### src/rtl/mem_port_arbiter_pkg.sv
// Shared definitions for the unified instruction/data memory arbiter:
// grant encodings, default starvation limit and a small grant helper.
package mem_port_arbiter_pkg;

  // Grant / response-owner encoding shared by the grant mux and response tracker.
  typedef enum logic [1:0] {
    ARB_GNT_NONE = 2'd0,
    ARB_GNT_IF   = 2'd1,
    ARB_GNT_DM   = 2'd2
  } arb_gnt_e;

  // Default number of back-to-back data grants tolerated while fetch waits.
  localparam int unsigned STARVE_LIMIT_DEFAULT = 4;

  // Owner of the read response produced by a grant; NONE for writes and idle cycles.
  function automatic arb_gnt_e resp_owner_of(input arb_gnt_e gnt, input logic dm_we);
    arb_gnt_e owner;
    case (gnt)
      ARB_GNT_IF: owner = ARB_GNT_IF;
      ARB_GNT_DM: owner = dm_we ? ARB_GNT_NONE : ARB_GNT_DM;
      default:    owner = ARB_GNT_NONE;
    endcase
    return owner;
  endfunction

endpackage

### src/rtl/mem_port_arbiter_starve_cnt.sv
// Starvation guard for the memory arbiter: counts consecutive data grants
// while fetch is waiting and raises fire once the limit is reached.
// Only instantiated when MEM_ARB_STARVE_GUARD_EN is defined.
module mem_arb_starve_cnt
  import mem_port_arbiter_pkg::*;
#(
  parameter int unsigned STARVE_LIMIT = STARVE_LIMIT_DEFAULT
) (
  input  logic clk,
  input  logic reset,
  input  logic if_req,
  input  logic gnt_if,
  input  logic gnt_dm,
  output logic fire
);

  localparam int unsigned      CNT_W   = $clog2(STARVE_LIMIT + 1);
  localparam logic [CNT_W-1:0] LIMIT_C = CNT_W'(STARVE_LIMIT);

  logic [CNT_W-1:0] starve_cnt_d;
  logic [CNT_W-1:0] starve_cnt_q;

  // Next count: clear when fetch is served or idle, saturate at the limit on data grants.
  always_comb begin
    starve_cnt_d = starve_cnt_q;
    if (gnt_if || !if_req) begin
      starve_cnt_d = '0;
    end else if (gnt_dm && (starve_cnt_q != LIMIT_C)) begin
      starve_cnt_d = starve_cnt_q + CNT_W'(1'b1);
    end else begin
      starve_cnt_d = starve_cnt_q;
    end
  end

  // Counter register with synchronous reset.
  always_ff @(posedge clk) begin
    if (reset) begin
      starve_cnt_q <= '0;
    end else begin
      starve_cnt_q <= starve_cnt_d;
    end
  end

  assign fire = (starve_cnt_q == LIMIT_C);

endmodule

### src/rtl/mem_port_arbiter.sv
// Arbiter sharing one single-port synchronous memory between instruction
// fetch (if_*) and data access (dm_*). Data has priority; the optional
// starvation guard (macro MEM_ARB_STARVE_GUARD_EN) lets fetch win after
// STARVE_LIMIT consecutive data grants. Read data returns one cycle after
// the grant and is steered to its owner by the registered resp_owner.
module mem_port_arbiter
  import mem_port_arbiter_pkg::*;
#(
  parameter int unsigned ADDR_W       = 32,
  parameter int unsigned DATA_W       = 32,
  parameter int unsigned STARVE_LIMIT = STARVE_LIMIT_DEFAULT
) (
  input  logic              clk,
  input  logic              reset,
  input  logic              if_req,
  input  logic [ADDR_W-1:0] if_addr,
  output logic              if_ready,
  output logic [DATA_W-1:0] if_rdata,
  output logic              if_rvalid,
  input  logic              dm_req,
  input  logic              dm_we,
  input  logic [ADDR_W-1:0] dm_addr,
  input  logic [DATA_W-1:0] dm_wdata,
  output logic              dm_ready,
  output logic [DATA_W-1:0] dm_rdata,
  output logic              dm_rvalid,
  output logic              mem_en,
  output logic              mem_we,
  output logic [ADDR_W-1:0] mem_addr,
  output logic [DATA_W-1:0] mem_wdata,
  input  logic [DATA_W-1:0] mem_rdata
);

  arb_gnt_e gnt_s;
  arb_gnt_e resp_owner_d;
  arb_gnt_e resp_owner_q;
  logic     starve_fire_s;

`ifdef MEM_ARB_STARVE_GUARD_EN
  mem_arb_starve_cnt #(
    .STARVE_LIMIT (STARVE_LIMIT)
  ) u_starve_cnt (
    .clk    (clk),
    .reset  (reset),
    .if_req (if_req),
    .gnt_if (gnt_s == ARB_GNT_IF),
    .gnt_dm (gnt_s == ARB_GNT_DM),
    .fire   (starve_fire_s)
  );
`else
  assign starve_fire_s = 1'b0;
`endif

  // Grant selection: data wins contention unless the starvation guard fires; nothing during reset.
  always_comb begin
    gnt_s = ARB_GNT_NONE;
    if (reset) begin
      gnt_s = ARB_GNT_NONE;
    end else if (if_req && dm_req) begin
      gnt_s = starve_fire_s ? ARB_GNT_IF : ARB_GNT_DM;
    end else if (dm_req) begin
      gnt_s = ARB_GNT_DM;
    end else if (if_req) begin
      gnt_s = ARB_GNT_IF;
    end else begin
      gnt_s = ARB_GNT_NONE;
    end
  end

  // Memory command mux driven from the granted port; idle cycles present all zeros.
  always_comb begin
    mem_en    = 1'b0;
    mem_we    = 1'b0;
    mem_addr  = '0;
    mem_wdata = '0;
    case (gnt_s)
      ARB_GNT_IF: begin
        mem_en   = 1'b1;
        mem_addr = if_addr;
      end
      ARB_GNT_DM: begin
        mem_en    = 1'b1;
        mem_we    = dm_we;
        mem_addr  = dm_addr;
        mem_wdata = dm_wdata;
      end
      default: begin
        mem_en    = 1'b0;
        mem_we    = 1'b0;
        mem_addr  = '0;
        mem_wdata = '0;
      end
    endcase
  end

  // Next response owner: the read granted this cycle, if any.
  always_comb begin
    resp_owner_d = resp_owner_of(gnt_s, dm_we);
  end

  // Response owner register; a single response is in flight at most.
  always_ff @(posedge clk) begin
    if (reset) begin
      resp_owner_q <= ARB_GNT_NONE;
    end else begin
      resp_owner_q <= resp_owner_d;
    end
  end

  assign if_ready  = (gnt_s == ARB_GNT_IF);
  assign dm_ready  = (gnt_s == ARB_GNT_DM);

  // A read granted just before reset rises is dropped: reset masks the retiring response.
  assign if_rvalid = (resp_owner_q == ARB_GNT_IF) && !reset;
  assign dm_rvalid = (resp_owner_q == ARB_GNT_DM) && !reset;

  assign if_rdata  = mem_rdata;
  assign dm_rdata  = mem_rdata;

endmodule
### config.mk
export PLATFORM = sky130hd
export DESIGN_NAME = mem_port_arbiter
export DESIGN_NICKNAME = d
export VERILOG_FILES = /design/src/rtl/mem_port_arbiter_pkg.sv /design/src/rtl/mem_port_arbiter_starve_cnt.sv /design/src/rtl/mem_port_arbiter.sv
export SDC_FILE = /design/constraint.sdc
export NUM_CORES = 1
export LEC_CHECK = 0
export CAP_MARGIN = 20
export CELL_PAD_IN_SITES_DETAIL_PLACEMENT = 2
export CELL_PAD_IN_SITES_GLOBAL_PLACEMENT = 2
export CORE_ASPECT_RATIO = 0.6
export CORE_UTILIZATION = 10
export CTS_CLUSTER_DIAMETER = 100
export DETAILED_ROUTE_END_ITERATION = 10
export GPL_TIMING_DRIVEN = 1
export PLACE_DENSITY_LB_ADDON = 0.2
export SYNTH_ARGS = -nofsm -noshare
export SYNTH_HDL_FRONTEND = slang
export SYNTH_SLANG_ARGS = --single-unit
### constraint.sdc
create_clock -name clk -period 1.3 [get_ports clk]
set_clock_uncertainty 0.2 [all_clocks]
set_input_delay 0.13 -clock clk [delete_from_list [all_inputs] [get_ports clk]]
set_output_delay 0.13 -clock clk [all_outputs]
set_load 0.02 [all_outputs]
==> Word-level counts from Yosys, hierarchy flattened <==
Index checks and enable logic that the tools add are counted.
Widths: inputs -> output; s select.
{ "classes": {"eq_ne": 4, "mux": 10, "reduce_logical": 5} }
{ "op_table": {"columns": ["operator", "count"], "rows": [
  ["$pmux 32 s2", 1],
  ["$mux 32", 1],
  ["$mux 2", 4],
  ["$eq 2x1->1 const B", 2],
  ["$eq 2x2->1 const B", 2],
  ["$pmux 2 s2", 1],
  ["$logic_and 1x1->1", 3],
  ["$mux 1", 3],
  ["$reduce_or 2->1", 1],
  ["$logic_not 1->1", 1]
]} }
{ "totals": {"regBits": 2, "input_bits": 133, "out_inout_bits": 134, "wordCells": 20} }

==> Longest topological paths before layout <==
{ "depth": {"ltp_word": 7, "ltp_mapped": 6, "depth_no_buf": 5} }

==> Least setup slack after synthesis <==
OpenSTA, ideal clock, no wires.
{ "synth_path": {"path_kind": "input to output", "startpoint": "input port reset", "endpoint": "output port mem_addr[0]", "arrival_time_ns": 1.327, "t_required_ns": 0.970, "path_slack_ns": -0.357, "stages": 6, "path_buffers": 1, "path_cell_list": "nor2_1 -> and2_1 -> ha_1 -> buf_2 -> a22oi_1 -> nor2_1"} }
{ "synth_via": {"elab_chain_cells": 3, "elab_cells_between_ends": 4, "classes_between": "2 x eq/ne; 2 x mux"} }
{ "synth_rtl": {"columns": ["element", "line_no", "rtl"], "rows": [
  ["start, declared", "mem_port_arbiter.sv:14", "input logic reset,"],
  ["$mux 2", "mem_port_arbiter.sv:57", "if (reset) begin"],
  ["$eq 2x1->1", null, null],
  ["net if_ready", "mem_port_arbiter.sv:17", "output logic if_ready,"],
  ["$pmux 32 s2", "mem_port_arbiter.sv:76", "case (gnt_s)"],
  ["end, declared", "mem_port_arbiter.sv:29", "output logic [ADDR_W-1:0] mem_addr,"]
]} }
The timed path passes the listed nets, and every way through them passes these cells.

==> Worst setup path after layout <==
{ "layout_path": {"startpoint": "input port dm_req", "endpoint": "output port mem_addr[30]"} }
{ "layout_via": {"elab_chain_cells": 5, "elab_cells_between_ends": 7, "classes_between": "2 x eq/ne; 4 x mux; 1 x reduce/logical"} }
{ "layout_rtl": {"columns": ["element", "line_no", "rtl"], "rows": [
  ["start, declared", "mem_port_arbiter.sv:20", "input logic dm_req,"],
  ["$mux 2 / $logic_and 1x1->1 (equally long branches)", "mem_port_arbiter.sv:61, mem_port_arbiter.sv:59", null],
  ["$mux 2 (*)", "mem_port_arbiter.sv:59", "end else if (if_req && dm_req) begin"],
  ["$mux 2 (*)", "mem_port_arbiter.sv:57", null],
  ["$eq 2x2->1 / $eq 2x1->1 (equally long branches)", "mem_port_arbiter.sv:76", null],
  ["$pmux 32 s2 (*)", "mem_port_arbiter.sv:76", null]
]} }
Mark *: on every way between the ends. The rest lies on a longest branch, timed or not.

==> impl.org <==
** GRT
- Entering global routing, the biggest net connects 15 pins.
- Global routing used 11.3% of the available tracks.
- Antenna violations before repair :: 0
- The first global-routing pass estimated 11500 microns of wire.
- Remaining global-route overflow :: 0
- Vias in the first global route :: 1916

** Logic synthesis
- Synth Register Bits :: 2
- Cell types with the largest area share after synthesis :: sky130_fd_sc_hd__buf_4 38%, sky130_fd_sc_hd__a22oi_1 19%, sky130_fd_sc_hd__and2_1 17%
- Sequential cells were found to cover 3.13% of the synthesized design area.
- Cell type contributing the most total cell area after synthesis :: sky130_fd_sc_hd__buf_4
- In the synthesized netlist the dominant register cell turns out to be sky130_fd_sc_hd__dfxtp_1.
- In the synthesized netlist, the cells that appear most often are 64 x sky130_fd_sc_hd__buf_4, 34 x sky130_fd_sc_hd__and2_1, 33 x sky130_fd_sc_hd__nor2_1.
- Net count of the mapped netlist :: 327
- Warnings from Yosys :: 0
- After technology mapping, the gate count stands at 190.
- The synthesized design devotes to its leading area cell type 37.6% of total area.
- The cell area that synthesis handed to floorplanning was 0.00128 sq mm.
- Dividing the synthesized area by the synthesized cell count gives 6.73 sq um.
- Cell with the most instances after synthesis :: sky130_fd_sc_hd__buf_4
- In this run, synthesis inferred 0 flip-flops with an integrated enable.
- Of all flip-flops after synthesis, the portion carrying an async set or reset was 0%.
- Number of unique standard cell types used by synthesis :: 14

** Timing
- Worst Hold Margin :: 8.36 ps
- Across all setup checks in the final design, the least slack found is -294 ps.
- Headroom to the max-slew limit came out at 85.5%.
- After layout, the minimum clock period comes to 1590 ps.
- The final count of hold timing violations is 0.
- Setup repair after global routing could not meet its margin everywhere.
- Post-route fraction of the period consumed by the critical path :: 123%
- Maximum achievable frequency :: 0.627 GHz
- The count of final max-slew check failures was 0.
- For the pin with the worst max-slew slack, the measured transition is 217 ps.
- Setup violations remaining at the end of the flow were counted as 68.

** Hold path
- The worst hold path passes through 3 cells.
- Hold Path Class :: in -> reg
- The worst hold path begins at reset.
- Worst hold path endpoint :: resp_owner_q[0]$_SDFF_PP0_

** Route
- For this block, the routed nets add up to 8060 microns of wire.
- Wirelength per Cell :: 16.7 microns
- Number of search-and-repair iterations in the first detailed-routing pass :: 2
- Across all layers, the routed design uses 1776 vias.
- After the first detailed-routing iteration, the DRC count stood at 16.
- Via density per instance :: 3.68
- Number of nets still failing antenna checks after routing :: 0
- In the routed design, unresolved DRC markers number 0.

** Worst setup path
- Crit Path Class :: in -> out
- CP Data Required Time :: 970 ps
- The largest single stage delay on the critical path is 200 ps.
- Along the worst path, the maximum fanout reaches 6.
- Arrival time reported for the critical path endpoint :: 1260 ps
- Most frequent CP cell :: sky130_fd_sc_hd__nor2_4
- Slowest-stage cell, CP :: sky130_fd_sc_hd__a22oi_2
- Number of buffers and inverters on the critical path :: 4
- Type of origin of the critical path :: input port
- In this design, the largest share of critical-path delay is due to buffers and inverters.
- Traced cell by cell, the critical path runs through buf_8 > nor2_4 > and2_4 > ha_4 > buf_12 > buf_16 > a22oi_2 > nor2_4 > buf_6.
- STA classifies the critical path endpoint as an output port.

** Clock tree
- The number of hold buffers added after CTS was 0.
- For this design, the sink count on the clock tree is 2.
- The tree is rooted in a sky130_fd_sc_hd__clkbuf_16.
- In this run, CTS created clock tree buffers numbering 3.
- After clock tree synthesis, the clock-pin slew on the worst setup and hold paths is 30 ps.
- In this run the number of H-tree levels came out at 1.
- Maximum buffer depth of the clock tree :: 2
- TritonCTS built the clock tree.

** Run status
- Failing checks :: negative setup slack
- The run finished, with violations left.

** Layout
- Regs by FF count :: resp_owner_q: 2 flops
- Max reg flops :: 2
- Area of combinational cells with multiple inputs :: 0.00121 sq mm
- Summing all non-filler instances in the final layout gives an area of 0.00381 sq mm.
- Of the cells placed in the final design, the portion with a size suffix greater than 1 is 67.5%.
- After filler insertion, the fill cell instance count of the layout stands at 1324.
- Antenna diode count :: 0
- Footprint of the flip-flops and latches :: 40.0 sq um
- From synthesis to final layout, the design area changed by 198%.
- Counting flops per register, the top entry is resp_owner_q.
- The final layout contains 456 nets.

** Pwr
- In this run the power density over the cells is 452 mW/mm^2.
- Worst IR drop on VDD :: 478 uV
- LEAKAGE :: 1.43 nW

** Placed design
- Number of buffers added on ports :: 170
- Summing all placed instances gives a cell area of 0.00315 sq mm.
- Half-perimeter wire length of the detailed placement result :: 5860 microns
- At the end of routability-driven placement, the weighted congestion stood at 0.709.

** Run
- # Max-Cap Violations :: 0

** Floorplan
- Top-level port count :: 267
- Row generation in the floorplan step produced 31 rows.
- The die covers 0.0133 sq mm.
- The floorplan step set the die width to 148 microns.
- Initial core utilization :: 10.4%
- Die height :: 89.6 microns
- Core Region :: 0.0123 sq mm
[logic make-up (layout without fill, tap and decap cells)]
| family | after synthesis | in the layout | synth area share (%) |
|---|---|---|---|
| flops | 2 | 2 | 3.13 |
| fa+ha+maj | 4 | 4 | 3.91 |
| buf+inv | 79 | 206 | 44.7 |
| simple gates | 73 | 73 | 29.5 |
| compound gates | 32 | 32 | 18.8 |
[per-layer routing]
| layer | global-route usage (%) | share of wire, % | vias up |
|---|---|---|---|
| met1 | 14.3 | 44 | 845 |
| met4 | 2.06 | 0.42 | 0 |
| met2 | 19.2 | 47 | 107 |
| met3 | 3.59 | 8.7 | 6 |
| met5 | 0 | 0 | - |
| li1 | - | - | 818 |
[final cells by class]
cell class | count | area share (%)
clock buffer | 3 | 1.97
inverter | 2 | 0.361
multi-input combinational | 109 | 31.8
sequential | 2 | 1.05
tap | 165 | 5.41
timing repair buffer | 201 | 59.4
[worst max path at each step]
stage,end,startpoint,cells past startpoint
floorplan,mem_en,reset,6
global route,mem_addr[15],reset,9
global placement,mem_addr[17],reset,8
CTS,mem_addr[31],dm_req,10
detailed placement,mem_addr[17],reset,8
finish,mem_addr[30],dm_req,9
[report_power, final]
group          switching, mW  internal (mW)  leakage [nW]
combinational          0.487          0.717          1.38
clock                 0.0665          0.391        0.0370
sequential          0.000517         0.0631        0.0162
total                  0.554           1.17          1.43
[placed cells by master (no fill, tap or decap), types with 2 or more instances in the layout]
master                            count
sky130_fd_sc_hd__clkdlybuf4s50_1     97
sky130_fd_sc_hd__buf_6               79
sky130_fd_sc_hd__and2_4              34
sky130_fd_sc_hd__nor2_4              32
sky130_fd_sc_hd__a22oi_2             32
sky130_fd_sc_hd__buf_4                7
sky130_fd_sc_hd__buf_12               7
sky130_fd_sc_hd__clkbuf_16            6
sky130_fd_sc_hd__ha_4                 3
sky130_fd_sc_hd__buf_16               3
sky130_fd_sc_hd__buf_8                3
sky130_fd_sc_hd__nor3b_1              2
sky130_fd_sc_hd__buf_2                2
sky130_fd_sc_hd__dfxtp_1              2
[per-stage QoR]
| stage | total power, mW | cells | worst slack [ps] | utilization, % | TNS, ps |
|---|---|---|---|---|---|
| floorplan | 0.789 | 190 | -59.7 | - | -1240 |
| global placement | 1.03 | 463 | -1200 | 25.7 | -74750 |
| detailed placement | 1.04 | 463 | -1250 | 25.7 | -78630 |
| CTS | 1.75 | 484 | -343 | 31.1 | -14530 |
| global route | 1.81 | 482 | -359 | 31.1 | -16790 |
| finish | 1.73 | 482 | -294 | 31.1 | -13380 |
[what timing repair did]
action | in CTS | in global routing
resized for setup | 508 | 10
setup endpoints to repair | 72 | 69
pin swaps | 47 | 21
gates cloned | 6 | 3
setup buffers | 12 | 1
Power figures use the tool's default switching activity.
